`src/rtl/systolic_ctrl.sv`:
```
// Sequencer for a DIM x DIM systolic array: clear C rows, feed skewed A/B for STEPS cycles, drain rows under out_ready backpressure.
// Moore outputs decoded from state/counters; optional CLEAR phase enabled by SYSTOLIC_CTRL_CLEAR_EN (else results accumulate onto prior C).
module systolic_ctrl #(
    parameter int DIM   = 8,
    parameter int STEPS = 3*DIM-2
) (
    input  logic                     clk,
    input  logic                     rst_n,
    input  logic                     start,
    input  logic                     abort,
    input  logic                     out_ready,
    output logic                     arr_en,
    output logic                     arr_WrEn,
    output logic [$clog2(DIM)-1:0]   arr_Crow,
    output logic                     clr_sel,
    output logic [$clog2(STEPS)-1:0] feed_step,
    output logic                     feed_valid,
    output logic                     out_valid,
    output logic                     busy,
    output logic                     done
);

    localparam int CW = $clog2(DIM);
    localparam int SW = $clog2(STEPS);
    localparam logic [CW-1:0] ROW_LAST  = CW'(DIM-1);
    localparam logic [SW-1:0] STEP_LAST = SW'(STEPS-1);

    typedef enum logic [2:0] {
        S_IDLE,
        S_CLEAR,
        S_COMPUTE,
        S_DRAIN,
        S_DONE
    } state_t;

    state_t        state, state_nxt;
    logic [CW-1:0] row_cnt, row_nxt;
    logic [SW-1:0] step_cnt, step_nxt;

    always_ff @(posedge clk or negedge rst_n) begin
        if (!rst_n) begin
            state    <= S_IDLE;
            row_cnt  <= '0;
            step_cnt <= '0;
        end else begin
            state    <= state_nxt;
            row_cnt  <= row_nxt;
            step_cnt <= step_nxt;
        end
    end

    always_comb begin
        state_nxt = state;
        row_nxt   = row_cnt;
        step_nxt  = step_cnt;
        case (state)
            S_IDLE: begin
                if (start) begin
`ifdef SYSTOLIC_CTRL_CLEAR_EN
                    state_nxt = S_CLEAR;
`else
                    state_nxt = S_COMPUTE;
`endif
                end
            end
            S_CLEAR: begin
                if (row_cnt == ROW_LAST) begin
                    state_nxt = S_COMPUTE;
                    row_nxt   = '0;
                end else begin
                    row_nxt = row_cnt + 1'b1;
                end
            end
            S_COMPUTE: begin
                if (step_cnt == STEP_LAST) begin
                    state_nxt = S_DRAIN;
                    step_nxt  = '0;
                end else begin
                    step_nxt = step_cnt + 1'b1;
                end
            end
            S_DRAIN: begin
                // a row retires only on the out_valid/out_ready handshake
                if (out_ready) begin
                    if (row_cnt == ROW_LAST) begin
                        state_nxt = S_DONE;
                        row_nxt   = '0;
                    end else begin
                        row_nxt = row_cnt + 1'b1;
                    end
                end
            end
            S_DONE: begin
                state_nxt = S_IDLE;
            end
            default: begin
                state_nxt = S_IDLE;
                row_nxt   = '0;
                step_nxt  = '0;
            end
        endcase
        if (abort && (state == S_CLEAR || state == S_COMPUTE || state == S_DRAIN)) begin
            state_nxt = S_IDLE;
            row_nxt   = '0;
            step_nxt  = '0;
        end
    end

    assign arr_en     = (state == S_COMPUTE);
    assign feed_valid = (state == S_COMPUTE);
    assign out_valid  = (state == S_DRAIN);
    assign busy       = (state != S_IDLE);
    assign done       = (state == S_DONE);
    assign feed_step  = (state == S_COMPUTE) ? step_cnt : '0;
    assign arr_Crow   = (state == S_CLEAR || state == S_DRAIN) ? row_cnt : '0;

`ifdef SYSTOLIC_CTRL_CLEAR_EN
    assign arr_WrEn = (state == S_CLEAR);
    assign clr_sel  = (state == S_CLEAR);
`else
    assign arr_WrEn = 1'b0;
    assign clr_sel  = 1'b0;
`endif

endmodule

```
`config.mk`:
```
export PLATFORM = sky130hd
export DESIGN_NAME = systolic_ctrl
export DESIGN_NICKNAME = d
export VERILOG_FILES = /design/src/rtl/systolic_ctrl.sv
export SDC_FILE = /design/constraint.sdc
export NUM_CORES = 1
export LEC_CHECK = 0
export CAP_MARGIN = 20
export CORE_AREA = 3 3 40 42
export DETAILED_ROUTE_END_ITERATION = 10
export DIE_AREA = 0 0 43 45
export DONT_BUFFER_PORTS = 1
export HOLD_SLACK_MARGIN = 0.05
export PLACE_DENSITY = 0.73
export SYNTH_ARGS = -nofsm -noshare
export SYNTH_HDL_FRONTEND = slang
export SYNTH_SLANG_ARGS = --single-unit
```
`constraint.sdc`:
```
create_clock -name clk -period 1.8 [get_ports clk]
set_clock_uncertainty 0.1 [all_clocks]
set_input_delay 0.18 -clock clk [delete_from_list [all_inputs] [get_ports clk]]
set_output_delay 0.18 -clock clk [all_outputs]
set_load 0.005 [all_outputs]
```
==> metrics.txt <==
gpl congestion=0.750; Pleak=0.371 nW; synthesized instance count=84; worst slew pin tran=0.514 ns; total global routing overflow=0; WP data arrival=1.37 ns; origin of the critical flop-to-flop path=state[0]$_DFFE_PN0P_; distinct cell type count of the synthesized netlist=36; initial DRC count=13; clock-pin slew on the worst setup and hold paths=0.08 ns; Top FF cell, synth=dfrtp_1; post-synthesis sequential area ratio=36.0%; switching share of total power=39.5%; antenna cells=0; fin crit share=91.7%; Post-DP HPWL=1120 um; CP top delay family=flip-flops; max_cap viols=0; layout cells sized above 1=16.1%; number of port buffers=0; crit path cell chain=nor3_1 -> buf_4 -> and2_1; clock sink count=11; top post-synthesis cells by area=dfrtp_1 (36%), and2_1 (7.4%), ha_1 (6.5%); logic gate share of total power=36.3%; setup_tns=0 ns; Placed Cells=96; synthesized area per cell=9.10 um2; Hold Path End=step_cnt[0]$_DFFE_PN0P_; Final Net Count=97; min cycle time layout=1.65 ns; Post CTS Setup Buffer Count=0; CP Launch Type=flip-flop; total number of vias=589; HP Start=abort; Starting Density=59.5%; total CTS buffers=3; I/O pin cnt=20; Synth area leader=dfrtp_1; P_int=0.510 mW; final setup vio count=0; Post-DP Area=758 um2; WP data required=1.52 ns; CP bufs+invs=1; synthesis-stage register bit count=11; CP max-delay cell=dfrtp_1; P_sw=0.333 mW; H-Tree Level Count=1; FFs w/ async S/R, synth=100%; number of synthesis warnings=0; Crit. End Element=primary output; reg2reg end=state[1]$_DFFE_PN0P_; CP max stage delay=0.53 ns; reg-to-reg setup timing slack=0.18 ns; root buffer cell=clkbuf_4; unrepaired setup endpoints after global routing=false; Seq pwr share=42.7%; initial antenna violation count=0; slack of the critical path=0.149 ns; total power=0.843 mW; CP Class=flip-flop to primary output; TritonRoute pass-1 iters=4; global-route wire length before repair=2490 um; DRC=0; Slew Limit Headroom=65.6%; largest net degree at the start of global routing=14; Die Ht=45 um; overall global routing resource usage=17.5%; status=completed; EDFF count, synth=0; vias per cell=5.77; fin area=807 um2; Die Area=1940 um2; power per cell area=1040 nW/um2; r2r worst-path depth=4; vias in the first global route=545; Max Root-Sink Buffers=2; post-route ant nets=0; Fmax=0.606 GHz; Hold Path Class=input pin to flip-flop; Worst Hold Path Cells=3; Synth top area share=36.0%; chip width=43 um; pre-CTS setup slack=0.199 ns; Cell Area, Synth=764 um2; Cell Rows=13; CTS tree=done; Routed wire per std cell=15.3 um; Area Overhead vs Synth=5.56%; Clk pwr share=21.1%; Layout Cells excl Fill=102; crit-path max FO=13; final WL=1560 um; Max VDD drop=552 uV; final-report max-slew violation count=0; Hold Fails Final Rpt=0; Skew-Pair Late Insertion Delay=0.28 ns; core box area=1280 um2
==> power groups by stage <==
stage | registers, mW | clock network, mW | logic [mW]
after floorplan | 0.323 | 0 | 0.268
after global placement | 0.357 | 0 | 0.289
after detailed placement | 0.360 | 0 | 0.298
after CTS | 0.355 | 0.178 | 0.307
after global routing | 0.368 | 0.191 | 0.335
final | 0.359 | 0.177 | 0.306
==> worst max path at each step <==
stage | startpoint | end | slack (ns) | cells past startpoint
3_3_place_gp | state[0]$_DFFE_PN0P_ | state[1]$_DFFE_PN0P_ | 0.27 | 4
6_report | state[0]$_DFFE_PN0P_ | feed_step[3] | 0.15 | 3
3_5_place_dp | state[0]$_DFFE_PN0P_ | step_cnt[1]$_DFFE_PN0P_ | 0.20 | 4
5_1_grt | state[0]$_DFFE_PN0P_ | feed_step[3] | 0.02 | 3
2_1_floorplan | state[2]$_DFFE_PN0P_ | step_cnt[4]$_DFFE_PN0P_ | 0.32 | 5
4_1_cts | state[1]$_DFFE_PN0P_ | feed_step[3] | 0.11 | 4
==> repair_timing <==
item / 4_1_cts / 5_1_grt
hold buffers: 2 / 0
resized for setup: 0 / 1
endpoints found under the hold margin: 13 / 0
setup endpoints to repair: 0 / 4
==> cells in the mapped netlist, drive strengths merged, types with 2 or more instances <==
cell type / count
and2: 9
nand3: 3
nor4: 2
inv: 4
dfrtp: 11
a21oi: 3
mux2i: 3
nor2: 6
nor3: 2
o21ai: 6
nand2: 7
nand2b: 2
ha: 4
a31oi: 2
buf: 6
==> cell type report <==
cell class	count	area, um2
fillers	118	478
multi-input cells	64	434
flip-flops and latches	11	277
repair buffers	4	35.0
clock buffers	3	22.5
well taps	15	18.8
inverters	4	15.0
clock inverters	1	5.00
==> layout by cell type (no fill, tap or decap), types with 2 or more instances in the layout <==
cell / instances
a21oi_1: 2
and2_1: 9
buf_4: 2
clkbuf_4: 3
conb_1: 2
dfrtp_1: 10
dlygate4sd3_1: 2
ha_1: 4
inv_1: 3
mux2i_1: 3
nand2_1: 7
nand2b_1: 2
nand3_1: 3
nor2_1: 5
nor3_1: 2
nor4_1: 2
o21ai_0: 4
o21ai_1: 2
==> worst reg2reg max path, stage by stage, from the launching register on <==
cell     delay, ns
dfrtp_1       0.60
or3b_1        0.45
a21oi_2       0.17
a21oi_1       0.07
mux2i_1       0.12
==> cell families (layout without fill, tap and decap cells) <==
logic type	count (synthesis)	count (layout)	synth area share [%]
AOI/OAI and AO/OA	15	15	12.6
adders and majority gates	4	4	6.55
buffers and inverters	10	12	7.69
DFF	11	11	36.0
muxes	4	4	5.40
other	1	2	0.491
and+or+nand+nor	39	39	31.3
==> flip-flops by register name (all words and copies together), names as in the netlist <==
register	cells
row_cnt	3
state	3
step_cnt	5
==> routing by layer <==
metal	vias up	global-route usage (%)	part of all wire [%]
li1	290	-	-
met1	275	22.8	46
met5	-	0	0
met2	19	26.3	46
met4	0	9.04	1.7
met3	5	5.18	6.0
==> through the flow <==
| stage | hold slack, ns | util (%) |
|---|---|---|
| after detailed placement | -0.215 | 59.0 |
| final | 0.0642 | 62.8 |
| after floorplan | -0.216 | - |
| after global routing | 0.0698 | 62.8 |
| after global placement | -0.215 | 59.0 |
| after CTS | 0.0585 | 62.7 |
Note: power is estimated with default switching activity, not from simulation.
